$ cat src/rtl/mp64_extmem_arb.sv
// Round-robin arbiter sharing the single external-memory PHY port among NREQ masters.
// One transaction in flight at a time; read beats steer to the owner, completion/error pulse back.
module mp64_extmem_arb #(
  parameter int unsigned NREQ        = 4,
  parameter int unsigned TIMEOUT_CYC = 1024
) (
  input  logic               sys_clk,
  input  logic               sys_rst_n,
  input  logic [NREQ-1:0]    m_req,
  input  logic [NREQ-1:0]    m_wen,
  input  logic [NREQ*32-1:0] m_addr,
  input  logic [NREQ*64-1:0] m_wdata,
  input  logic [NREQ*4-1:0]  m_blen,
  output logic [NREQ-1:0]    m_gnt,
  output logic [NREQ-1:0]    m_rvalid,
  output logic [63:0]        m_rdata,
  output logic [NREQ-1:0]    m_done,
  output logic [NREQ-1:0]    m_err,
  output logic               phy_req,
  output logic [31:0]        phy_addr,
  output logic               phy_wen,
  output logic [63:0]        phy_wdata,
  output logic [3:0]         phy_burst_len,
  input  logic [63:0]        phy_rdata,
  input  logic               phy_rvalid,
  input  logic               phy_ready,
  output logic               busy
);

  localparam int unsigned IdxW = (NREQ > 1) ? $clog2(NREQ) : 1;
  localparam int unsigned TmrW = $clog2(TIMEOUT_CYC + 1);

  typedef enum logic [1:0] {StIdle, StIssue, StWait, StDone} state_e;

  state_e          state_q, state_d;
  logic [IdxW-1:0] last_q, last_d;
  logic [IdxW-1:0] owner_q, owner_d;
  logic [31:0]     addr_q, addr_d;
  logic            wen_q, wen_d;
  logic [63:0]     wdata_q, wdata_d;
  logic [3:0]      blen_q, blen_d;
  logic [4:0]      beat_q, beat_d;
  logic            seen_busy_q, seen_busy_d;
  logic [TmrW-1:0] timer_q, timer_d;
  logic [NREQ-1:0] gnt_q, gnt_d;
  logic [NREQ-1:0] done_q, done_d;
  logic [NREQ-1:0] err_q, err_d;
  logic            phy_req_q, phy_req_d;
  logic            busy_q, busy_d;

  logic [IdxW-1:0] winner;
  logic [IdxW-1:0] cand;
  logic [NREQ-1:0] winner_oh, owner_oh;
  logic [31:0]     sel_addr;
  logic [63:0]     sel_wdata;
  logic [3:0]      sel_blen;
  logic            sel_wen;
  logic [4:0]      beat_inc;
  logic            beat_bad;

  // Scan last+NREQ down to last+1 so the nearest requester after last is the final assignment.
  always_comb begin
    winner = last_q;
    cand   = '0;
    for (int k = int'(NREQ); k >= 1; k--) begin
      cand = IdxW'((int'(last_q) + k) % int'(NREQ));
      if (m_req[cand]) winner = cand;
    end
  end

  always_comb begin
    sel_addr  = '0;
    sel_wdata = '0;
    sel_blen  = '0;
    sel_wen   = 1'b0;
    for (int i = 0; i < int'(NREQ); i++) begin
      if (winner == IdxW'(i)) begin
        sel_addr  = m_addr[32*i +: 32];
        sel_wdata = m_wdata[64*i +: 64];
        sel_blen  = m_blen[4*i +: 4];
        sel_wen   = m_wen[i];
      end
    end
  end

  assign winner_oh = NREQ'(1) << winner;
  assign owner_oh  = NREQ'(1) << owner_q;

  // Saturate so a runaway PHY cannot wrap the count back onto the expected value.
  assign beat_inc = (phy_rvalid && (beat_q != 5'd31)) ? beat_q + 5'd1 : beat_q;
  assign beat_bad = wen_q ? (beat_inc != 5'd0) : (beat_inc != ({1'b0, blen_q} + 5'd1));

  always_comb begin
    state_d     = state_q;
    last_d      = last_q;
    owner_d     = owner_q;
    addr_d      = addr_q;
    wen_d       = wen_q;
    wdata_d     = wdata_q;
    blen_d      = blen_q;
    beat_d      = beat_q;
    seen_busy_d = seen_busy_q;
    timer_d     = timer_q;
    gnt_d       = '0;
    done_d      = '0;
    err_d       = '0;
    phy_req_d   = 1'b0;
    busy_d      = busy_q;
    unique case (state_q)
      StIdle: begin
        if ((|m_req) && phy_ready) begin
          owner_d   = winner;
          addr_d    = sel_addr;
          wen_d     = sel_wen;
          wdata_d   = sel_wdata;
          blen_d    = sel_wen ? 4'd0 : sel_blen;
          gnt_d     = winner_oh;
          phy_req_d = 1'b1;
          busy_d    = 1'b1;
          state_d   = StIssue;
        end
      end
      StIssue: begin
        beat_d      = '0;
        seen_busy_d = 1'b0;
        timer_d     = '0;
        state_d     = StWait;
      end
      StWait: begin
        beat_d  = beat_inc;
        timer_d = timer_q + TmrW'(1);
        if (!phy_ready) seen_busy_d = 1'b1;
        if (phy_ready && seen_busy_q) begin
          done_d  = owner_oh;
          err_d   = beat_bad ? owner_oh : '0;
          state_d = StDone;
        end else if (timer_q == TmrW'(TIMEOUT_CYC - 1)) begin
          done_d  = owner_oh;
          err_d   = owner_oh;
          state_d = StDone;
        end
      end
      StDone: begin
        last_d  = owner_q;
        busy_d  = 1'b0;
        state_d = StIdle;
      end
      default: state_d = StIdle;
    endcase
  end

  always_ff @(posedge sys_clk or negedge sys_rst_n) begin
    if (!sys_rst_n) begin
      state_q     <= StIdle;
      last_q      <= IdxW'(NREQ - 1);
      owner_q     <= '0;
      addr_q      <= '0;
      wen_q       <= 1'b0;
      wdata_q     <= '0;
      blen_q      <= '0;
      beat_q      <= '0;
      seen_busy_q <= 1'b0;
      timer_q     <= '0;
      gnt_q       <= '0;
      done_q      <= '0;
      err_q       <= '0;
      phy_req_q   <= 1'b0;
      busy_q      <= 1'b0;
    end else begin
      state_q     <= state_d;
      last_q      <= last_d;
      owner_q     <= owner_d;
      addr_q      <= addr_d;
      wen_q       <= wen_d;
      wdata_q     <= wdata_d;
      blen_q      <= blen_d;
      beat_q      <= beat_d;
      seen_busy_q <= seen_busy_d;
      timer_q     <= timer_d;
      gnt_q       <= gnt_d;
      done_q      <= done_d;
      err_q       <= err_d;
      phy_req_q   <= phy_req_d;
      busy_q      <= busy_d;
    end
  end

  assign m_gnt         = gnt_q;
  assign m_done        = done_q;
  assign m_err         = err_q;
  assign phy_req       = phy_req_q;
  assign phy_addr      = addr_q;
  assign phy_wen       = wen_q;
  assign phy_wdata     = wdata_q;
  assign phy_burst_len = blen_q;
  assign busy          = busy_q;
  // Beats only reach a master while a transaction is waiting; stray PHY beats are dropped.
  assign m_rvalid      = ((state_q == StWait) && phy_rvalid) ? owner_oh : '0;
  assign m_rdata       = (state_q == StWait) ? phy_rdata : '0;

endmodule

$ cat config.mk
export PLATFORM = sky130hd
export DESIGN_NAME = mp64_extmem_arb
export DESIGN_NICKNAME = d
export VERILOG_FILES = /design/src/rtl/mp64_extmem_arb.sv
export SDC_FILE = /design/constraint.sdc
export NUM_CORES = 1
export LEC_CHECK = 0
export BUFFER_PORTS_ARGS = -buffer_cell sky130_fd_sc_hd__buf_2
export CELL_PAD_IN_SITES_DETAIL_PLACEMENT = 0
export CELL_PAD_IN_SITES_GLOBAL_PLACEMENT = 2
export CORE_AREA = 2 2 255 257
export DETAILED_ROUTE_END_ITERATION = 8
export DIE_AREA = 0 0 257 259
export HOLD_SLACK_MARGIN = 0.05
export PLACE_DENSITY_LB_ADDON = 0.1
export SETUP_SLACK_MARGIN = 0.05
export SYNTH_ARGS = -nofsm -noshare
export SYNTH_HDL_FRONTEND = slang
export SYNTH_SLANG_ARGS = --single-unit
$ cat constraint.sdc
create_clock -name sys_clk -period 7.09 [get_ports sys_clk]
set_input_delay 0 -clock sys_clk [delete_from_list [all_inputs] [get_ports sys_clk]]
set_output_delay 0 -clock sys_clk [all_outputs]
set_load 0.02 [all_outputs]
### Word level (Yosys, flattened, before mapping)

Cells that the tools add are included.

* output and inout bits: 183
* input bits: 476
* word-level logic and storage cells: 107
* bits in registers: 138

* add/sub/neg operators: 7
* equal/unequal tests: 12
* $lt $le $gt $ge: 4
* shift operators: 2
* reductions and logical operators: 14
* multiplexer cells: 53

Operators with widths (count)
* 2-to-1 mux 64 bit: 5
* 2-to-1 mux 32 bit: 4
* 2-to-1 mux 4 bit: 14
* one-hot mux 11 bit (2 select lines): 1
* 2-to-1 mux 2 bit: 7
* 2-to-1 mux 1 bit: 13
* less-than comparator 2 x 3 -> 1 bit, second input constant: 4
* adder 11 x 1 -> 11 bit, second input constant: 1
* == test 11 x 10 -> 1 bit, second input constant: 1
* one-hot mux 5 bit (2 select lines): 1
* binary-select mux 1 bit (select 2 bit): 4
* == test 2 bit, second input constant: 4
* one-hot mux 2 bit (4 select lines): 1
* AND reduction 2 bit: 4
* left shift 1 x 2 -> 4 bit, first input constant: 2
* adder 4 x 1 -> 5 bit, second input constant: 1
* adder 5 x 1 -> 5 bit, second input constant: 1
* 2-to-1 mux 5 bit: 1
* != test 5 bit: 1
* != test 5 bit, second input constant: 1
* nonzero test 5 bit: 1
* adder 2 x 1 -> 2 bit, second input constant: 2
* adder 2 bit, second input constant: 2
* == test 2 x 1 -> 1 bit, second input constant: 2
* 7 further kinds: 14

### Logic depth before layout (Yosys ltp)

* depth in word-level cells: 13
* mapped depth: 10

### Least setup slack after synthesis

No wires, ideal clock.

* path kind: register -> register
* start: register beat_q[0]
* end: register err_q[0] (netlist: m_err[0])
* arrival time: 2117 ps
* stages on the path, launching flop included: 11
* library setup time: 138 ps
* path slack: 4835 ps
* cell sequence: dfrtp_1 ha_1 and3_1 ha_1 nand2b_1 buf_2 mux2i_1 xor2_1 nand3_1 o21ai_0 nor4_1

* word-level cells in the longest chain between the ends: 8
* elaborated cells between the ends (all ways): 10
* classes of those cells: 1 x add/sub; 2 x eq/ne; 5 x mux; 2 x reduce/logical

Ends and longest elaborated chain
* start: declaration: RTL line 42 `logic [4:0] beat_q, beat_d;`
* start signal: assignment: RTL line 177 `beat_q <= beat_d;`
* branches (longest 2 deep; another with adder 5 x 1 -> 5 bit)
* 2-to-1 mux 5 bit (*): RTL line 90 `assign beat_inc = (phy_rvalid && (beat_q != 5'd31)) ? beat_q + 5'd1 : beat_q;`
* != test 5 bit or nonzero test 5 bit (tied branches): RTL line 91 `assign beat_bad = wen_q ? (beat_inc != 5'd0) : (beat_inc != ({1'b0, blen_q} + 5'd1));`
* 2-to-1 mux 1 bit (*): RTL line 91
* 2-to-1 mux 4 bit (*): RTL line 135 `err_d = beat_bad ? owner_oh : '0;`
* 2-to-1 mux 4 bit (*): RTL line 133 `if (phy_ready && seen_busy_q) begin`
* 2-to-1 mux 4 bit (*): RTL line 109 `unique case (state_q)`
* via err_d[0]: RTL line 47 `logic [NREQ-1:0] err_q, err_d;`
* end signal: assignment: RTL line 182 `err_q <= err_d;`
* end: declaration: RTL line 47

Mark *: on every way through the listed nets, which the timed path passes.
A chain may end at the register's enable or synchronous reset.

### Worst setup path in the final report

* start: register state_q[0]
* end: register wdata_q[26] (netlist: phy_wdata[26])

* word-level cells in the longest chain between the ends: 2

Ends and longest elaborated chain
* start: declaration: RTL line 35 `state_e state_q, state_d;`
* start signal: assignment: RTL line 154 `state_q <= StIdle;`
* start signal: assignment: RTL line 170 `state_q <= state_d;`
* zero test 2 bit: RTL line 109
* AND reduction 2 bit (no line)
* end signal: assignment: RTL line 175 `wdata_q <= wdata_d;`
* end: declaration: RTL line 40 `logic [63:0] wdata_q, wdata_d;`

Every way passes these cells.

==> impl_metrics.toml <==
[outcome]
outcome = "finished, final reports clean"

[global_route]
antenna_found_initial = 14
grt_overflow = 0
gr-usage-all-layers = 0.146
grt_pass1_wl_um = 71000
grt_max_degree = 113
grt_pass1_vias = 10900

[power]
combPwrFrac = 0.634
seqPwrFrac = 0.217
sw_frac_of_total = 0.436
power_frac_clock = 0.149
ir_drop_mv = 0.224
power.leakage_nw = 8.43
total_switching_power_mw = 2.61
internal-power_mw = 3.38
pwr_density_cell_nw_per_um2 = 361
fin_total_pwr_mw = 5.99

[critical_path]
crit_type = "reg2reg"
path_max_fanout = 61
rr_worst_depth = 8
r2r_end = "phy_wdata[26]"
cp-end-kind = "flop"
cp-start-kind = "flop"
arrival_ns = 4.27
r2r_start = "state_q[0]"
reg2reg_slack_ns = 3.18
crit_required_ns = 7.45

[hold_path]
hold_path_end = "phy_burst_len[3]"
hold_path_startpoint = "m_blen[11]"
hold_depth = 4
min_path_type = "in2reg"

[detailed_routing]
wirelength_um = 50200
via_count = 10300
first_iter_violations = 328
ant_nets = 0
routedWlPerCell_um = 18.9
vias_per_cell = 3.88
drc = 0
drt-pass1-iter-count = 6

[timing]
min_period_over_period = 0.552
max_clock_freq_mhz = 256
tightest_slew_ns = 1.03
finalSetupTns_ns = 0
period_needed_ns = 3.91
hold_viol = 0
slew_headroom = 0.305
slew_viol_final = 0
fin_skew_ns = 0.00716
rsz0062_at_grt = "no"
setup_violations = 0

[logic_synthesis]
yosysUniqueCellTypes = 47
synth_edf_count = 0
async_reset_ff_frac = 1.00
synth_seq_cells = 138
syn_area_per_cell_um2 = 10.5
netlist_area_um2 = 8890
syn_nets = 1331
yosys_warnings = 0
synth-seq-area-share = 0.389
syn_inst = 846
synth_flop_cell = "dfrtp_1"

[clock_network]
clkLatencyLatePin_ns = 0.48
cts_sinks = 138
postCtsSetupBuffers = 0
clk_pin_slew_worst_paths_ns = 0.06
numCtsBuffers = 17
cts_root_buf = "clkbuf_16"
h-tree-depth = 4
cts_tree = "done"
cts_buffer_depth = 2

[die]
core_um2 = 63900
die_area_um2 = 66600
num_io_pins = 659
die_h_um = 259
row_count = 93
start_util = 0.139
die_w_um = 257

[final_layout]
synthToLayoutAreaGrowth_pct = 87.0
drive_gt1_frac = 0.421
fill_cells = 6988
fin_nets = 2259
regArea_um2 = 3460
mostFrequentLayoutCell = "buf_2"
multi_input_area_um2 = 4960
layout_common_cells = "657 x buf_2, 309 x dlygate4sd3_1, 197 x mux2i_1"

[placement]
dpl.hpwl_um = 38400
gp_congestion = 0.764
portBuffers = 658

[job]
cap_violations = 0
-- Yosys cell counts (3+ instances only) --
master / count / share of area
a21oi_1: 3 / 0.0017
a32oi_1: 4 / 0.0039
and2_1: 66 / 0.046
buf_2: 17 / 0.0096
buf_4: 25 / 0.021
buf_6: 8 / 0.010
clkbuf_1: 17 / 0.0072
dfrtp_1: 136 / 0.38
ha_1: 9 / 0.013
inv_1: 14 / 0.0059
mux2_2: 7 / 0.0089
mux2i_1: 197 / 0.22
nand2_1: 124 / 0.052
nand2b_1: 4 / 0.0028
nand3_1: 23 / 0.013
nor2_1: 17 / 0.0072
nor2b_1: 4 / 0.0028
nor3_1: 9 / 0.0051
nor3b_1: 3 / 0.0025
nor4_1: 3 / 0.0021
o21ai_0: 7 / 0.0039
o221ai_1: 58 / 0.057
o221ai_2: 39 / 0.066
o22ai_1: 6 / 0.0042
xnor2_1: 7 / 0.0069
xor2_1: 10 / 0.0099
-- per-stage QoR --
| step | std cells | hold WS, ns | worst slack, ns | util | cell area [µm²] |
|---|---|---|---|---|---|
| after floorplan | 846 | -0.296 | 4.84 | - | 8890 |
| after global placement | 2300 | -0.0673 | 3.59 | 0.203 | 12900 |
| after detailed placement | 2300 | -0.0589 | 3.50 | 0.203 | 12900 |
| after CTS | 2642 | 0.272 | 2.95 | 0.260 | 16600 |
| after global routing | 2647 | 0.325 | 2.81 | 0.260 | 16600 |
| final | 2650 | 0.319 | 3.18 | 0.260 | 16600 |
-- final cells by class --
class | count | share of cell area
clock inverter | 8 | 0.00444
sequential | 138 | 0.208
timing repair buffer | 977 | 0.391
clock buffer | 24 | 0.0284
antenna | 8 | 0.00120
tap | 855 | 0.0644
multi-input combinational | 625 | 0.299
inverter | 15 | 0.00339
-- kinds of logic (layout without fill, tap and decap cells) --
logic type / count (synthesis) / after routing / share of synthesized area
mux: 204 / 204 / 0.231
fa+ha+maj: 9 / 9 / 0.0127
simple gates: 266 / 266 / 0.146
compound gates: 129 / 129 / 0.150
xor+xnor: 17 / 17 / 0.0168
other cells: 0 / 8 / 0
buf+inv: 83 / 1024 / 0.0552
flops: 138 / 138 / 0.389
-- state kept, by name, indices dropped and copies added (netlist names) --
name	flops
owner_q	2
seen_busy_q	1
m_gnt	4
phy_wen	1
phy_req	1
m_done	4
state_q	2
phy_wdata	64
beat_q	5
phy_addr	32
timer_q	11
busy	1
m_err	4
last_q	2
phy_burst_len	4
-- how the worst max path moves through the flow --
stage,from,end,slack [ns]
2_1_floorplan,beat_q[0],m_err[0],4.84
3_3_place_gp,state_q[0],phy_wdata[60],3.59
3_5_place_dp,state_q[0],phy_wdata[52],3.50
4_1_cts,state_q[0],phy_wdata[55],2.95
5_1_grt,state_q[0],phy_wen,2.81
6_report,state_q[0],phy_wdata[26],3.18
-- critical path, cell delays in order (launching register included) --
cell	delay [ns]
dfrtp_1	0.38
inv_1	0.10
ha_1	0.26
nand3_4	0.54
inv_2	0.24
nand2_4	0.53
buf_4	0.81
o221ai_1	0.24
dlygate4sd3_1	0.60
-- per-layer routing --
metal,global-route usage,vias up,share of wire
met5,0,-,0.00082
met4,0.0543,6,0.021
met3,0.0483,49,0.070
met2,0.273,383,0.54
met1,0.152,4856,0.37
li1,-,4976,-
-- power groups by stage --
stage | clock network, mW | registers (mW) | logic [mW]
after global placement | 0 | 1.31 | 3.14
after detailed placement | 0 | 1.31 | 3.11
after floorplan | 0 | 1.61 | 1.70
after CTS | 0.945 | 1.31 | 3.88
after global routing | 0.966 | 1.35 | 4.11
final | 0.892 | 1.30 | 3.80
-- timing repair --
item	in CTS	in global routing
gates resized for setup	0	0
hold buffers	310	0
setup endpoints to repair	0	0
hold endpoints to repair	148	0
Note: power is estimated with default switching activity, not from simulation.
